[config.mk]
export PLATFORM = sky130hd
export DESIGN_NAME = pong_game_ctrl
export DESIGN_NICKNAME = d
export VERILOG_FILES = /design/src/rtl/pong_game_ctrl_pkg.sv /design/src/rtl/pong_wait_timer.sv /design/src/rtl/pong_game_ctrl.sv
export SDC_FILE = /design/constraint.sdc
export NUM_CORES = 1
export LEC_CHECK = 0
export BUFFER_PORTS_ARGS = -buffer_cell sky130_fd_sc_hd__buf_2
export CORE_MARGIN = 2
export CORE_UTILIZATION = 25
export DETAILED_ROUTE_END_ITERATION = 8
export MAX_ROUTING_LAYER = met4
export PLACE_DENSITY = 0.39
export REMOVE_ABC_BUFFERS = 1
export SYNTH_ARGS = -nofsm -noshare
export SYNTH_HDL_FRONTEND = slang
export SYNTH_SLANG_ARGS = --single-unit
[constraint.sdc]
create_clock -name clk -period 2.9 [get_ports clk]
set_clock_uncertainty 0.15 [all_clocks]
set_input_delay 0.145 -clock clk [delete_from_list [all_inputs] [get_ports clk]]
set_output_delay 0.145 -clock clk [all_outputs]
set_load 0.005 [all_outputs]
[src/rtl/pong_game_ctrl_pkg.sv]
// Shared definitions for the pong game controller: state codes, player ids and defaults.
package pong_game_ctrl_pkg;

  typedef enum logic [1:0] {
    ST_NEWGAME = 2'b00,
    ST_PLAY    = 2'b01,
    ST_NEWBALL = 2'b10,
    ST_OVER    = 2'b11
  } game_state_e;

  typedef enum logic {
    PLAYER_A = 1'b0,
    PLAYER_B = 1'b1
  } player_e;

  localparam int unsigned WIN_SCORE_DEFAULT   = 7;
  localparam int unsigned WAIT_CYCLES_DEFAULT = 200_000_000;

endpackage

[src/rtl/pong_wait_timer.sv]
// Pause timer: counts 0..WAIT_CYCLES-1 while enabled; done flags the terminal count
// and the counter wraps to zero on that same edge.
module pong_wait_timer #(
  parameter int unsigned WAIT_CYCLES = 200_000_000
) (
  input  logic clk,
  input  logic reset,
  input  logic clr,
  input  logic en,
  output logic done
);

  localparam int unsigned CW = $clog2(WAIT_CYCLES + 1);
  localparam logic [CW-1:0] LAST = CW'(WAIT_CYCLES - 1);

  logic [CW-1:0] count_q;

  assign done = en && (count_q == LAST);

  // NOTE: sequential state uses non-blocking assignments so every register
  // samples the pre-edge values of its neighbours, independent of block order.
  always_ff @(posedge clk or posedge reset) begin
    if (reset) begin
      count_q <= '0;
    end else if (clr || done) begin
      count_q <= '0;
    end else if (en) begin
      count_q <= count_q + CW'(1);
    end
  end

endmodule

[src/rtl/pong_game_ctrl.sv]
// Game-level controller for two-player pong: scoring, serve/pause sequencing and
// game-over detection, feeding pong_graph (gra_still) and the score overlay.
module pong_game_ctrl
  import pong_game_ctrl_pkg::*;
#(
  parameter int unsigned WIN_SCORE   = WIN_SCORE_DEFAULT,
  parameter int unsigned WAIT_CYCLES = WAIT_CYCLES_DEFAULT
) (
  input  logic       clk,
  input  logic       reset,
  input  logic       btn_start,
  input  logic       hit_A,
  input  logic       hit_B,
  input  logic       miss,
  output logic       gra_still,
  output logic [3:0] score_A,
  output logic [3:0] score_B,
  output logic [1:0] state_o,
  output logic       winner_A,
  output logic       point_pulse
);

  localparam logic [3:0] WIN = 4'(WIN_SCORE);

  game_state_e state_q;
  player_e     last_hit_q;
  logic        btn_q;
  logic [3:0]  score_a_q;
  logic [3:0]  score_b_q;
  logic        winner_a_q;
  logic        point_pulse_q;

  logic        start_edge;
  logic        timer_en;
  logic        timer_done;
  player_e     scorer;
  logic [3:0]  scorer_pts;
  logic [3:0]  scorer_pts_d;

  assign start_edge = btn_start & ~btn_q;

  // A hit in the very cycle the ball goes out still credits that player.
  assign scorer       = hit_A ? PLAYER_A : (hit_B ? PLAYER_B : last_hit_q);
  assign scorer_pts   = (scorer == PLAYER_A) ? score_a_q : score_b_q;
  assign scorer_pts_d = (scorer_pts < WIN) ? scorer_pts + 4'd1 : WIN;

  assign timer_en = (state_q == ST_NEWBALL) || (state_q == ST_OVER);

  pong_wait_timer #(
    .WAIT_CYCLES(WAIT_CYCLES)
  ) u_timer (
    .clk  (clk),
    .reset(reset),
    .clr  (~timer_en),
    .en   (timer_en),
    .done (timer_done)
  );

  always_ff @(posedge clk or posedge reset) begin
    if (reset) begin
      state_q       <= ST_NEWGAME;
      last_hit_q    <= PLAYER_A;
      btn_q         <= 1'b0;
      score_a_q     <= 4'd0;
      score_b_q     <= 4'd0;
      winner_a_q    <= 1'b0;
      point_pulse_q <= 1'b0;
    end else begin
      btn_q         <= btn_start;
      point_pulse_q <= 1'b0;
      case (state_q)
        ST_NEWGAME: begin
          score_a_q <= 4'd0;
          score_b_q <= 4'd0;
          if (start_edge) begin
            state_q    <= ST_PLAY;
            last_hit_q <= PLAYER_A;
          end
        end
        ST_PLAY: begin
          if (miss) begin
            point_pulse_q <= 1'b1;
            if (scorer == PLAYER_A) score_a_q <= scorer_pts_d;
            else                    score_b_q <= scorer_pts_d;
            if (scorer_pts_d == WIN) begin
              state_q    <= ST_OVER;
              winner_a_q <= (scorer == PLAYER_A);
            end else begin
              state_q <= ST_NEWBALL;
            end
          end else if (hit_A) begin
            last_hit_q <= PLAYER_A;
          end else if (hit_B) begin
            last_hit_q <= PLAYER_B;
          end
        end
        ST_NEWBALL: begin
          // Serve heads toward B, so an unreturned serve is A's point.
          if (timer_done) begin
            state_q    <= ST_PLAY;
            last_hit_q <= PLAYER_A;
          end
        end
        ST_OVER: begin
          if (timer_done) begin
            state_q   <= ST_NEWGAME;
            score_a_q <= 4'd0;
            score_b_q <= 4'd0;
          end
        end
      endcase
    end
  end

  assign gra_still   = (state_q != ST_PLAY);
  assign state_o     = state_q;
  assign score_A     = score_a_q;
  assign score_B     = score_b_q;
  assign winner_A    = winner_a_q;
  assign point_pulse = point_pulse_q;

endmodule

==> impl_metrics.ini <==
[placed_design]
place_worst_setup_slack_ns = 0.1729
place.gp.congestion = 0.8451
numPortBuffers = 18
placed_area_mm2 = 0.002482
hpwl_mm = 3.634

[synth]
synth-warning-count = 0
synth_compound_area_share_pct = 9.131
syn_inst = 228
synth_top_family_by_area = simple AND/OR/NAND/NOR gates
yosys.area_share.simple_pct = 22.77
synth_xor_area_share_pct = 8.185
syn-mean-instance-area_um2 = 9.856
ys_seq_area_share_pct = 46.77
syn-cell-area_mm2 = 0.002247
muxShareOfSynthArea_pct = 6.013
synth_top_cell_area_share_pct = 46.77
yosysTopAreaCell = dfrtp_1
synth_fa_ha_area_share_pct = 4.343
yosys-top-cells-area = dfrtp_1 (47%), mux2_2 (6.0%), nor2_1 (5.3%)
synth-seq-cells = 42
synth.distinct_cells = 38

[critical_path]
crit_path_max_fanout = 3
cpPeakStageDelay_ns = 0.40
reg2reg_setup_slack_ns = 0.25
cp-endpoint = state_o[0]$_DFFE_PP0P_
cp-end-kind = register
cp-start-kind = register
cp_slowest_cell = dfrtp_1
worstSetupPathType = reg -> reg
reg2reg_to = state_o[0]$_DFFE_PP0P_
crit_path_start = last_hit_q$_DFFE_PP0P_
r2r_start = last_hit_q$_DFFE_PP0P_
crit_required_ns = 2.93
r2r_cells = 8
path_cells = o21bai_2 > mux2_2 > ha_1 > nor2b_1 > maj3_1 > a211oi_2 > o22ai_1 > a32o_1
worstPathArrival_ns = 2.68

[job]
drv_cap = 0

[sta]
max_freq_mhz = 376.8
drv_slew = 0
slew_headroom_pct = 35.61
rsz0062_at_grt = false
fin_crit_sh_pct = 91.51
finalSetupViolations = 0
period_needed_ns = 2.654
fin_ws_ns = 0.2463
tns_ns = 0
hold_viol = 0
tightest_slew_ns = 0.9598

[route]
finalWirelength_mm = 4.954
vias_per_cell = 4.687
route.detailed.drc = 0
first_iter_violations = 56
antenna_left = 0
drt-pass1-iter-count = 4
routedWlPerCell_um = 13.72
vias = 1692

[layout]
diodes = 0
fin_nets = 265
drive_above_1_share_pct = 19.37
area_growth_syn_to_layout_pct = 15.65
fin_area_mm2 = 0.002599

[floorplanning]
rows = 34
start_util_pct = 25.77
die_w_um = 98.81
die_area_mm2 = 0.009763
core_area_mm2 = 0.008721
io_pins = 19
die_height_um = 98.81

[global_routing]
grt_pass1_wl_mm = 8.818
grt_use_total_pct = 11.48
antenna_found_initial = 0
overflow = 0
grt_pass1_vias = 1750
grt_start_max_net_pins = 27

[power_and_ir_drop]
switchingPower_mw = 0.6526
leakagePower_nw = 1.099
pwr-share-seq_pct = 40.0
combPwrFrac_pct = 37.9
powerDensity_mw_per_mm2 = 689.8
ir_drop_mv = 0.2852
clockPowerShare_pct = 22.1
p_sw_share_pct = 36.41
power.internal_mw = 1.140

[clock_tree]
cts_made_buffers = 5
clock_path_buffers = 2
clk_latency_ns = 0.29
cts_root_buf = clkbuf_8
cts_tree = done
postCtsSetupRepairBufs = 0
clkSinkCount = 42
clk_pin_slew_worst_paths_ns = 0.08
h-tree-depth = 2

[hold_path]
hold_depth = 3
hp-class = in -> reg

[status]
outcome = complete, no violations
## metrics by stage
step                util [%]  hold WS, ns  cells  total power, mW
floorplan                  -      0.02643    221            1.179
global placement       28.46       0.1195    351            1.439
detailed placement     28.46       0.1236    351            1.423
CTS                    29.74      0.02007    361            1.837
global route           29.80      0.06897    361            1.945
finish                 29.80      0.03848    361            1.793
## routing by layer
metal	part of all wire (%)	up-vias	GRT usage, %
met1	49	811	15.40
met2	47	23	18.14
li1	-	851	-
met3	2.7	7	2.340
met4	0.69	0	2.213
met5	0	-	-
## power by group through the flow
| stage | clock, mW | combinational, mW | sequential, mW |
|---|---|---|---|
| 3_3_place_gp | 0 | 0.707 | 0.732 |
| 3_5_place_dp | 0 | 0.694 | 0.729 |
| 6_report | 0.396 | 0.679 | 0.717 |
| 5_1_grt | 0.452 | 0.762 | 0.731 |
| 2_1_floorplan | 0 | 0.461 | 0.718 |
| 4_1_cts | 0.421 | 0.698 | 0.719 |
## Yosys cell counts
master and number:
a22oi_1 1, nor4_1 3, or3_1 5, nand3_1 7, nand2b_1 1, a21oi_4 2, clkbuf_1 5, a21oi_1 8
or3b_2 1, or3_4 1, and2_1 2, o21ai_0 7, nor2_1 32, o31ai_1 1, o21bai_2 1, maj3_1 1
dfrtp_1 42, nor2b_1 1, inv_1 9, nand3b_1 2, o31ai_2 1, xnor2_1 11, o211ai_1 1, a211oi_1 3
a32o_1 1, and3_1 4, mux2_2 12, and4_1 4, nor3_1 8, xor2_1 10, o22ai_1 1, nand4_1 10
buf_2 2, or2_2 1, ha_1 7, nor4b_1 2, nand2_1 16, a31oi_1 2
## sequential cells by signal, indices dropped and copies added (netlist names)
name / count
btn_q: 1
last_hit_q: 1
point_pulse: 1
score_A: 4
score_B: 4
state_o: 2
u_timer.count_q: 28
winner_A: 1
## how the worst min path moves through the flow
stage / startpoint / to / slack, ns
after floorplan: btn_start / btn_q$_DFF_PP0_ / 0.03
after global placement: btn_start / btn_q$_DFF_PP0_ / 0.12
after detailed placement: btn_start / btn_q$_DFF_PP0_ / 0.12
after CTS: miss / state_o[1]$_DFFE_PP0P_ / 0.02
after global routing: miss / state_o[1]$_DFFE_PP0P_ / 0.07
final: miss / state_o[1]$_DFFE_PP0P_ / 0.04
## layout by cell type (no fill, tap or decap), types with 3 or more instances in the layout
| master | synthesis | layout |
|---|---|---|
| nand4_1 | 10 | 10 |
| nand3_1 | 7 | 7 |
| nor2_1 | 32 | 32 |
| o21ai_0 | 7 | 7 |
| buf_2 | 2 | 18 |
| mux2_2 | 12 | 12 |
| xor2_1 | 10 | 10 |
| a21oi_1 | 8 | 8 |
| or3_1 | 5 | 5 |
| nand2_1 | 16 | 16 |
| nor3_1 | 8 | 8 |
| nor4_1 | 3 | 3 |
| dfrtp_1 | 42 | 42 |
| ha_1 | 7 | 7 |
| clkbuf_8 | 0 | 6 |
| xnor2_1 | 11 | 11 |
| inv_1 | 9 | 8 |
| buf_4 | 0 | 4 |
| and4_1 | 4 | 4 |
| and3_1 | 4 | 4 |
## repair_timing
item                       CTS  global route
hold endpoints to repair    26             0
setup endpoints to repair    0             1
resized for setup            0             1
hold buffers                 2             0
## cell type report
class                   instances  area [um2]
fillers                       892        6122
multi-input cells             170        1147
flip-flops and latches         42        1051
repair buffers                 24       140.1
well taps                     108       135.1
clock buffers                   7       86.33
inverters                       9       33.78
clock inverters                 1       5.005
## cell families after synthesis
family,count (synthesis)
flip-flops,42
AO/OA/AOI/OAI,29
buffers and inverters,16
XOR/XNOR,21
AND/OR/NAND/NOR,100
multiplexers,12
adder cells (fa/ha/maj),8
## worst max-delay path: cells and delay by family (launching register included)
family,cells,cell delay (ns)
AOI/OAI and AO/OA,4,0.81
adders and majority gates,2,0.68
DFF,1,0.40
muxes,1,0.36
and+or+nand+nor,1,0.14
No activity file was read; power rests on OpenSTA's default activity.
